[src/rtl/board_read_arbiter.sv]
// board_read_arbiter
// Shares the single read port of the board tile store between the video
// scan-out path (normally wins) and the matcher (latency tolerant, but
// guaranteed progress through a starvation counter). A tag pipeline that
// matches the board read latency marks each returned colour with the
// requester that issued the read.
module board_read_arbiter #(
    parameter int READ_LAT = 1,   // board read latency, 1..4
    parameter int MAX_WAIT = 8    // denied matcher cycles before forced priority, 1..255
) (
    input  logic       clk,
    input  logic       rst,
    // video scan-out requester
    input  logic       vid_req,
    input  logic [5:0] vid_addr,
    output logic       vid_gnt,
    output logic       vid_valid,
    // matcher requester
    input  logic       mt_req,
    input  logic [5:0] mt_addr,
    output logic       mt_gnt,
    output logic       mt_valid,
    // board read port
    output logic [5:0] brd_addr,
    input  logic [2:0] brd_r,
    input  logic [2:0] brd_g,
    input  logic [1:0] brd_b,
    // shared return data
    output logic [2:0] rd_r,
    output logic [2:0] rd_g,
    output logic [1:0] rd_b,
    output logic       mt_starved
);

    localparam logic [7:0] WAIT_MAX = 8'(MAX_WAIT);

    logic [7:0]               wait_cnt;
    logic [5:0]               last_addr;
    logic [READ_LAT-1:0][1:0] tag_pipe;   // {vid, mt} per in-flight read
    logic                     starve_win;

    // Forced-priority window is a pure decode of the registered counter, so
    // the matcher is granted in the very cycle the count reaches the limit.
    assign starve_win = (wait_cnt == WAIT_MAX);
    assign mt_starved = starve_win & ~rst;

    // Grant selection and board address mux; nothing is granted in reset and
    // the address idles at the last granted value otherwise.
    always_comb begin
        vid_gnt  = 1'b0;
        mt_gnt   = 1'b0;
        brd_addr = last_addr;
        if (rst) begin
            brd_addr = 6'd0;
        end else if (starve_win && mt_req) begin
            mt_gnt   = 1'b1;
            brd_addr = mt_addr;
        end else if (vid_req) begin
            vid_gnt  = 1'b1;
            brd_addr = vid_addr;
        end else if (mt_req) begin
            mt_gnt   = 1'b1;
            brd_addr = mt_addr;
        end
    end

    // Starvation counter: counts consecutive denied matcher cycles, restarts
    // whenever the matcher is served or withdraws, saturates at the limit.
    always_ff @(posedge clk) begin
        if (rst) begin
            wait_cnt <= 8'd0;
        end else if (!mt_req || mt_gnt) begin
            wait_cnt <= 8'd0;
        end else if (wait_cnt != WAIT_MAX) begin
            wait_cnt <= wait_cnt + 8'd1;
        end
    end

    // Remember the last granted address so the board port is stable when idle.
    always_ff @(posedge clk) begin
        if (rst) begin
            last_addr <= 6'd0;
        end else if (vid_gnt || mt_gnt) begin
            last_addr <= brd_addr;
        end
    end

    // Tag pipeline: follows each grant down the board latency; reset drops
    // every in-flight tag so aborted reads never report valid.
    always_ff @(posedge clk) begin
        if (rst) begin
            tag_pipe <= '0;
        end else begin
            tag_pipe[0] <= {vid_gnt, mt_gnt};
            for (int i = 1; i < READ_LAT; i++) begin
                tag_pipe[i] <= tag_pipe[i-1];
            end
        end
    end

    assign vid_valid = tag_pipe[READ_LAT-1][1] & ~rst;
    assign mt_valid  = tag_pipe[READ_LAT-1][0] & ~rst;

    // Return data is a straight pass-through; only the valid flags qualify it.
    assign rd_r = brd_r;
    assign rd_g = brd_g;
    assign rd_b = brd_b;

endmodule

[config.mk]
export PLATFORM = sky130hd
export DESIGN_NAME = board_read_arbiter
export DESIGN_NICKNAME = d
export VERILOG_FILES = /design/src/rtl/board_read_arbiter.sv
export SDC_FILE = /design/constraint.sdc
export NUM_CORES = 1
export LEC_CHECK = 0
export CELL_PAD_IN_SITES_DETAIL_PLACEMENT = 1
export CELL_PAD_IN_SITES_GLOBAL_PLACEMENT = 1
export CORE_MARGIN = 2
export CORE_UTILIZATION = 29
export DETAILED_ROUTE_END_ITERATION = 16
export PLACE_DENSITY_LB_ADDON = 0.2
export SLEW_MARGIN = 20
export SYNTH_ARGS = -nofsm -noshare
export SYNTH_HDL_FRONTEND = slang
export SYNTH_SLANG_ARGS = --single-unit
[constraint.sdc]
create_clock -name clk -period 1.8 [get_ports clk]
set_input_delay 0.36 -clock clk [delete_from_list [all_inputs] [get_ports clk]]
set_output_delay 0.36 -clock clk [all_outputs]
set_load 0.005 [all_outputs]
# Word-level counts from Yosys, hierarchy flattened
# Cells that the tools add are included.
dict set report word_totals {
  register_bits 16
  elab_cells 26
  input_bits 24
  output_inout_bits 19
}
dict set report op_classes {
  n_bitwise 4
  eq_ne 2
  reduce_logical 5
  muxes 11
  add_sub_neg 1
}
# op count
set ops {}
lappend ops {{two-way mux 6 bit} 4}
lappend ops {{adder 8 x 1 -> 8 bit, second input constant} 1}
lappend ops {{== test 8 x 4 -> 1 bit, second input constant} 1}
lappend ops {{!= test 8 x 4 -> 1 bit, second input constant} 1}
lappend ops {{two-way mux 1 bit} 7}
lappend ops {{bitwise AND 1 bit} 3}
lappend ops {{logical OR 1 bit} 2}
lappend ops {{OR reduction 2 bit} 1}
lappend ops {{logical AND 1 bit} 1}
lappend ops {{zero test 1 bit} 1}
lappend ops {{NOT 1 bit} 1}

# Depth between registers and ports, before layout
# Gate-level depths: netlist (run 1).
dict set report logic_depth {
  depth_word 6
  ltp_mapped 6
  depth_no_buf 5
}

# Least setup slack after synthesis (run 1)
# Ideal clock, no wire load.
dict set report synth_timing {
  kind {flip-flop to output port}
  startpoint {reg wait_cnt[0]}
  endpoint {out brd_addr[0]}
  path_slack_ns 0.130
  t_required_ns 1.440
  arrival_time_ns 1.310
  stages_incl_launch_ff 7
  path_buffers 1
  path_cell_list {dfxtp_1 > inv_1 > ha_1 > nor4b_4 > a31o_4 > buf_12 > o21ai_2}
}
dict set report synth_via {
  elab_chain_len 4
}
# item line_no
set synth_lines {}
lappend synth_lines {{from (decl)} 37} ;# logic [7:0] wait_cnt;
lappend synth_lines {{from (signal assigned)} 75} ;# wait_cnt <= wait_cnt + 8'd1;
lappend synth_lines {{== test 8 x 4 -> 1 bit} 44} ;# assign starve_win = (wait_cnt == WAIT_MAX);
lappend synth_lines {{logical AND 1 bit} 55} ;# end else if (starve_win && mt_req) begin
lappend synth_lines {{two-way mux 6 bit} 55}
lappend synth_lines {{two-way mux 6 bit} 53} ;# if (rst) begin
lappend synth_lines {{to (decl)} 24} ;# output logic [5:0] brd_addr,
# No other way between the ends.

# Worst setup path after layout (run 1)
dict set report layout_timing {
  startpoint {reg wait_cnt[1]}
  endpoint {out brd_addr[0]}
}
# The elaborated chain is that of the path after synthesis.

==> results of run 1 <==
==> registers in the layout, summed over array words and instances, names as in the netlist <==
name and count:
last_addr 6, tag_pipe 2, wait_cnt 8
==> synth_stat cells, drive strengths merged (3+ instances only) <==
library cell / n
nand4: 6
nor2b: 3
mux2i: 6
nor2: 8
dfxtp: 16
inv: 5
nand2: 4
mux2: 6
a21oi: 3
nand3: 3
o21ai: 14
buf: 10
==> routing by layer <==
metal  global-route usage [%]  wire [um]
met1                    22.19       1302
met4                    7.143         53
met2                    32.37       1677
met3                    3.151        112
met5                        0          0
==> power groups by stage <==
stage / Sequential (mW) / Clock [mW] / Combinational (mW)
after floorplan: 0.378 / 0 / 0.0889
after global placement: 0.378 / 0 / 0.164
after detailed placement: 0.379 / 0 / 0.168
after CTS: 0.371 / 0.255 / 0.204
after global routing: 0.373 / 0.275 / 0.225
final: 0.371 / 0.256 / 0.209
==> path summary, 6_finish.rpt <==
check / to / slack [ps]
max: brd_addr[0] / -290
min reg2reg: wait_cnt[0]$_SDFFE_PP0P_ / 530
min: wait_cnt[0]$_SDFFE_PP0P_ / 530
max reg2reg: wait_cnt[7]$_SDFFE_PP0P_ / 150
==> worst max-delay path, cell delays in order, from the launching register on <==
cell and delay (ps):
sky130_fd_sc_hd__dfxtp_2 350, sky130_fd_sc_hd__inv_2 60, sky130_fd_sc_hd__ha_4 110, sky130_fd_sc_hd__nor4b_4 260, sky130_fd_sc_hd__buf_4 200, sky130_fd_sc_hd__buf_6 100
sky130_fd_sc_hd__nand4_1 140, sky130_fd_sc_hd__o21ai_2 90, sky130_fd_sc_hd__buf_2 120
==> cells in the final DEF, fill, tap and decap left out, drive strengths merged, types with 3 or more instances in the layout <==
master         Yosys  routed
nand4              6       6
a21oi              3       3
nor2b              3       3
clkbuf             1       4
dfxtp             16      16
o21ai             14      14
mux2               6       6
mux2i              6       6
buf               10      51
nand2              4       4
nor2               8       8
nand3              3       3
inv                5       5
clkdlybuf4s50      0      13
==> cell type report <==
type,count,area (um^2)
inverters,5,18.77
repair buffers,68,591.8
clock buffers,4,36.28
well taps,44,55.05
flip-flops and latches,16,322.8
multi-input cells,68,564.3
fillers,357,1489
==> per-stage QoR <==
step	worst slack (ps)	utilization, %	setup TNS, ps
final	-288.4	51.63	-1801
after global routing	-410.7	51.63	-2796
after CTS	-289.3	52.03	-1958
after detailed placement	-656.2	44.11	-5429
after global placement	-623.6	44.11	-5016
after floorplan	130.5	-	0
==> what timing repair did <==
item | 4_1_cts | 5_1_grt
buffers inserted | 23 | 1
endpoints found under the setup margin | 11 | 12
gates resized for setup | 64 | 4
pin swaps | 11 | 3
==> cell families (layout without fill, tap and decap cells) <==
| group | Yosys count | after routing | synth area share, % |
|---|---|---|---|
| AND/OR/NAND/NOR | 29 | 29 | 18.25 |
| AO/OA/AOI/OAI | 22 | 22 | 17.59 |
| flip-flops | 16 | 16 | 33.86 |
| buffers and inverters | 16 | 77 | 11.37 |
| multiplexers | 12 | 12 | 13.49 |
| XOR/XNOR | 3 | 3 | 2.778 |
| adder cells (fa/ha/maj) | 2 | 2 | 2.645 |
==> flow_metrics.py, run 1 <==
metrics = {
    "status": {
        "status": "complete, but fails checks",
        "violations": "setup timing",
    },
    "setup_path": {
        "cp_max_fo": 4,
        "reg2reg_depth": 7,
        "timing.critical_path.from": "wait_cnt[1]$_SDFFE_PP0P_",
        "setup.worst_path.class": "register to output pin",
        "startpoint_type": "register",
        "endpoint_kind": "output pin",
        "worst_ep_required_time_ps": 1440,
        "crit-reg2reg-launch": "wait_cnt[1]$_SDFFE_PP0P_",
        "worst-endpoint-arrival_ps": 1730,
    },
    "min_path": {
        "hp-class": "register to register",
        "holdCritStartpoint": "wait_cnt[0]$_SDFFE_PP0P_",
        "worst_hold_depth": 2,
    },
    "pwr": {
        "power.share.clock_pct": 30.6,
        "seqPwrFrac_pct": 44.4,
        "pwr_density_cell_nw_per_um2": 526.2,
        "maximum_vdd_drop_mv": 0.2000,
        "p_sw_share_pct": 26.02,
        "p_total_mw": 0.8362,
        "switching_power_mw": 0.2176,
        "internal_power_mw": 0.6186,
        "power.static_leakage_nw": 0.7137,
        "comb_power_share_pct": 25.0,
    },
    "synthesis": {
        "seq_area_frac_synth_pct": 33.86,
        "syn-num-nets": 126,
        "synth_flop_cell": "sky130_fd_sc_hd__dfxtp_1",
        "share_of_flip_flops_with_an_asynchronous_set_or_reset_after_synthesis_pct": 0,
        "top_area_cell_type_share_of_the_netlist_area_pct": 33.86,
        "number_of_enable_flip_flop_cells_after_synthesis": 0,
        "netlist_instances": 100,
        "synthesis.yosys.warnings": 0,
        "post_synth_instance_area_um2": 945.9,
        "yosys.cell_types.count": 28,
        "post_synth.cell_area_avg_um2": 9.459,
        "yosys.area.top_type": "sky130_fd_sc_hd__dfxtp_1",
        "synth.top_cells.by_area": "sky130_fd_sc_hd__dfxtp_1 34%, sky130_fd_sc_hd__o21ai_2 7.4%, sky130_fd_sc_hd__mux2_2 7.1%, sky130_fd_sc_hd__mux2i_1 6.3%, sky130_fd_sc_hd__buf_4 6.3%",
        "yosys_register_bits": 16,
    },
    "route": {
        "drt-total-wl_mm": 3.144,
        "detailedRoute.firstIterationViolations": 22,
        "drtAntennaViolNets": 0,
        "firstDrtPassIters": 2,
        "remaining_drc_errors": 0,
        "wire_per_inst_um": 15.34,
        "avgViaCountPerCell": 4.722,
        "vias": 968,
    },
    "global_routing": {
        "grt_remaining_overflow": 0,
        "first_global_vias": 1078,
        "gr-usage-all-layers_pct": 18.38,
        "grt_antenna_before_repair": 0,
        "first_pass_grt_wire_length_mm": 4.947,
        "grt_max_degree": 10,
    },
    "floorplan": {
        "die_height_um": 61.11,
        "die_area_um2": 3734,
        "die_width_um": 61.11,
        "pin_count": 43,
        "placement_rows": 20,
        "initial_standard_cell_utilization_of_the_core_pct": 30.73,
        "design.core.area_um2": 3078,
    },
    "cts": {
        "tritoncts_clock_tree": "yes",
        "htree_num_levels": 1,
        "hold_buffers": 0,
        "clk_root_buffer_cell": "sky130_fd_sc_hd__clkbuf_4",
        "cts_buffer_depth": 2,
        "clock-sinks": 16,
        "clk_transition_reported_paths_ps": 110,
        "numCtsBuffers": 3,
        "clk-insertion-delay-late_ps": 300,
    },
    "timing": {
        "finClkSkew_ps": 2.263,
        "max_freq_mhz": 478.8,
        "fin_ws_ps": -288.4,
        "layout_min_cycle_time_ps": 2088,
        "measured_slew_at_the_worst_slew_check_pin_ps": 293.4,
        "finalCritPeriodShare_pct": 116.0,
        "report.final.setup_viol": 9,
        "number_of_endpoints_with_negative_hold_slack_in_the_final_report": 0,
        "timing_max_transition_violations_final": 0,
        "holdWs_ps": 534.6,
        "rsz0062_at_grt": "yes",
        "slew_headroom_pct": 80.35,
    },
    "layout": {
        "fin_nets": 188,
        "areaGrowthSynthToFinish_pct": 67.99,
        "finalNonFillerCells": 205,
        "antenna_cells_inserted": 0,
        "finish.instance_area_um2": 1589,
        "proportion_of_layout_cells_with_a_drive_suffix_above_1_pct": 53.42,
    },
    "place": {
        "placed_cells": 182,
        "numPortBuffers": 26,
        "dpl-instance-area_um2": 1358,
        "place_hpwl_mm": 1.956,
        "gp_congestion": 0.7205,
    },
    "run": {
        "timing.max_cap.violations": 0,
    },
}
Note: power is estimated with default switching activity, not from simulation.
==> run 2: changes to the inputs <==
--- a/config.mk
+++ b/config.mk
@@ -5,6 +5,7 @@
 export SDC_FILE = /design/constraint.sdc
 export NUM_CORES = 1
 export LEC_CHECK = 0
+export CAP_MARGIN = 10
 export CELL_PAD_IN_SITES_DETAIL_PLACEMENT = 1
 export CELL_PAD_IN_SITES_GLOBAL_PLACEMENT = 1
 export CORE_MARGIN = 2
==> results of run 2 <==
The final DEF is identical to that of run 1; final timing and power are the same.
==> run 3: changes to the inputs <==
--- a/config.mk
+++ b/config.mk
@@ -10,6 +10,7 @@
 export CELL_PAD_IN_SITES_GLOBAL_PLACEMENT = 1
 export CORE_MARGIN = 2
 export CORE_UTILIZATION = 29
+export CTS_CLUSTER_SIZE = 10
 export DETAILED_ROUTE_END_ITERATION = 16
 export PLACE_DENSITY_LB_ADDON = 0.2
 export SLEW_MARGIN = 20
==> constraint.sdc (replaced) <==
create_clock -name clk -period 2.15 [get_ports clk]
set_input_delay 0.43 -clock clk [delete_from_list [all_inputs] [get_ports clk]]
set_output_delay 0.43 -clock clk [all_outputs]
set_load 0.005 [all_outputs]
==> run 3 against run 2 <==
Against the previous run:
- the run still ends with setup timing left
- clock-buffer cell count unchanged
- largest power group unchanged
- critical path type unchanged
- largest cell class is now multi-input gates
- cell count down 3.4%
- combinational power down 25%
- first-iteration DRC count down 23%
- sequential share of layout area up 1.6 points
- flip-flop and latch count unchanged
- global-route usage down 2.6 points
- wire length down 17%
- sequential power down 16%
- via count down 3.3%
==> flow_metrics.py, run 3 (same netlist as run 1, synthesis figures left out) <==
metrics = {
    "pwr": {
        "power.static_leakage_nw": 0.6303,
        "pwr_density_cell_nw_per_um2": 456.4,
        "maximum_vdd_drop_mv": 0.2165,
        "p_total_mw": 0.6710,
    },
    "timing": {
        "measured_slew_at_the_worst_slew_check_pin_ps": 352.0,
        "finalCritPeriodShare_pct": 103.1,
        "report.final.setup_viol": 6,
        "finClkSkew_ps": 4.659,
        "number_of_endpoints_with_negative_hold_slack_in_the_final_report": 0,
        "holdWs_ps": 531.2,
        "max_freq_mhz": 451.2,
        "setup_total_negative_slack_ps": -179.3,
        "layout_min_cycle_time_ps": 2216,
        "fin_ws_ps": -66.38,
        "timing_max_transition_violations_final": 0,
        "rsz0062_at_grt": "yes",
        "slew_headroom_pct": 76.51,
    },
    "global_routing": {
        "gr-usage-all-layers_pct": 15.79,
        "first_pass_grt_wire_length_mm": 4.284,
        "first_global_vias": 944,
        "grt_antenna_before_repair": 0,
        "grt_max_degree": 10,
        "grt_remaining_overflow": 0,
    },
    "setup_path": {
        "startpoint_type": "register",
        "critical_path.most_common_cell": "sky130_fd_sc_hd__buf_6",
        "critical_path.n_buffers_inverters": 5,
        "setup.worst_path.class": "register to output pin",
        "worst-endpoint-arrival_ps": 1790,
        "worst_ep_required_time_ps": 1720,
        "crit_slowest_cell": "sky130_fd_sc_hd__dfxtp_2",
        "worstPathCellList": "inv_2, ha_2, nor4b_4, buf_4, buf_6, buf_6, nand4_1, o21ai_2, buf_2",
        "endpoint_kind": "output pin",
        "cp_max_fo": 4,
        "worst_path_largest_cell_delay_ps": 340,
        "worst_path_dominant_cell_family": "buffers and inverters",
    },
    "cts": {
        "cts_buffer_depth": 2,
        "clk_root_buffer_cell": "sky130_fd_sc_hd__clkbuf_4",
        "clk_transition_reported_paths_ps": 100,
        "tritoncts_clock_tree": "yes",
        "clk-insertion-delay-late_ps": 290,
        "clock-sinks": 16,
        "numCtsBuffers": 3,
        "hold_buffers": 0,
        "htree_num_levels": 1,
    },
    "status": {
        "violations": "setup timing",
        "status": "complete, but fails checks",
    },
    "layout": {
        "reg_top3": "wait_cnt: 8 flops, last_addr: 6 flops, tag_pipe: 2 flops",
        "proportion_of_layout_cells_with_a_drive_suffix_above_1_pct": 46.75,
        "multi_input_gate_area_um2": 534.3,
        "register_with_the_most_flip_flops": "wait_cnt",
        "areaGrowthSynthToFinish_pct": 55.42,
        "fillerInstances": 374,
        "antenna_cells_inserted": 0,
        "layout.cells.most_common": "sky130_fd_sc_hd__buf_4",
        "fin_nets": 181,
        "layout.area.seq_um2": 322.8,
        "layout.cells.most_common_list": "29 x sky130_fd_sc_hd__buf_4, 15 x sky130_fd_sc_hd__clkdlybuf4s50_1, 14 x sky130_fd_sc_hd__dfxtp_1, 8 x sky130_fd_sc_hd__o21ai_2, 8 x sky130_fd_sc_hd__nor2_1",
        "finish.instance_area_um2": 1470,
        "largest_register_ff_count": 8,
    },
    "floorplan": {
        "design.core.area_um2": 3078,
        "initial_standard_cell_utilization_of_the_core_pct": 30.73,
        "placement_rows": 20,
        "die_area_um2": 3734,
        "die_width_um": 61.11,
        "die_height_um": 61.11,
        "pin_count": 43,
    },
    "route": {
        "firstDrtPassIters": 3,
        "routed-wl-met3_um": 137,
        "avgViaCountPerCell": 4.727,
        "wire_per_inst_um": 13.18,
        "vias": 936,
        "wirelength_met1_mm": 1.152,
        "detailedRoute.firstIterationViolations": 17,
        "routed-wl-met2_mm": 1.294,
        "drtAntennaViolNets": 0,
        "remaining_drc_errors": 0,
        "highest_metal_used": "met4",
        "drt-total-wl_mm": 2.610,
    },
    "place": {
        "dpl-instance-area_um2": 1330,
        "gp_congestion": 0.7205,
        "place_hpwl_mm": 1.868,
        "numPortBuffers": 26,
    },
    "run": {
        "timing.max_cap.violations": 0,
    },
    "min_path": {
        "hp-class": "register to register",
    },
}
## run 3: cell types whose count changed in the layout (fill, tap and decap cells not counted), sizes merged
| cell | delta |
|---|---|
| dlymetal6s2s | -2 |
| clkdlybuf4s15 | +1 |
| buf | -9 |
| clkbuf | +1 |
| clkdlybuf4s50 | +2 |
## run 3: worst paths after layout
kind	from	end	slack [ps]	cells past startpoint
setup / recovery	wait_cnt[1]$_SDFFE_PP0P_	brd_addr[4]	-70	9
hold / removal	wait_cnt[7]$_SDFFE_PP0P_	wait_cnt[7]$_SDFFE_PP0P_	530	2
hold reg to reg	wait_cnt[7]$_SDFFE_PP0P_	wait_cnt[7]$_SDFFE_PP0P_	530	2
setup reg to reg	wait_cnt[1]$_SDFFE_PP0P_	last_addr[1]$_SDFFE_PP0P_	580	8
## run 3: final cells by class
class / count / share of cell area (%)
multi-input cells: 68 / 36.34
repair buffers: 61 / 34.21
flip-flops and latches: 16 / 21.96
well taps: 44 / 3.745
clock buffers: 4 / 2.468
inverters: 5 / 1.277
## run 3: timing repair
action                                  4_1_cts  5_1_grt
endpoints found under the setup margin        9        9
pin swaps                                     8        4
buffers inserted                             15        1
resized for setup                            37       13
## run 3: metrics by stage
stage	cells	util [%]	worst slack (ps)
finish	198	47.76	-66.38
global placement	180	43.21	-415.8
global route	198	47.76	-172.0
CTS	199	47.56	-139.0
detailed placement	180	43.21	-462.4
floorplan	100	-	410.5
## run 3: per-layer routing
layer | GRT usage, % | vias to the layer above
li1 | - | 458
met5 | 0 | -
met4 | 6.211 | 0
met3 | 2.941 | 6
met1 | 20.28 | 451
met2 | 26.14 | 21
## run 3: worst reg2reg max path: stages (launching register included)
cell	delay [ps]
sky130_fd_sc_hd__dfxtp_2	340
sky130_fd_sc_hd__inv_2	40
sky130_fd_sc_hd__ha_2	150
sky130_fd_sc_hd__nor4b_4	290
sky130_fd_sc_hd__a31o_4	240
sky130_fd_sc_hd__buf_6	120
sky130_fd_sc_hd__buf_6	100
sky130_fd_sc_hd__buf_4	110
sky130_fd_sc_hd__o21ai_0	70
## run 3: power by group
group / internal, mW / switching [mW] / total, mW
Clock: 0.103 / 0.101 / 0.204
Combinational: 0.0966 / 0.0605 / 0.157
Sequential: 0.307 / 0.00279 / 0.310
Total: 0.507 / 0.164 / 0.671
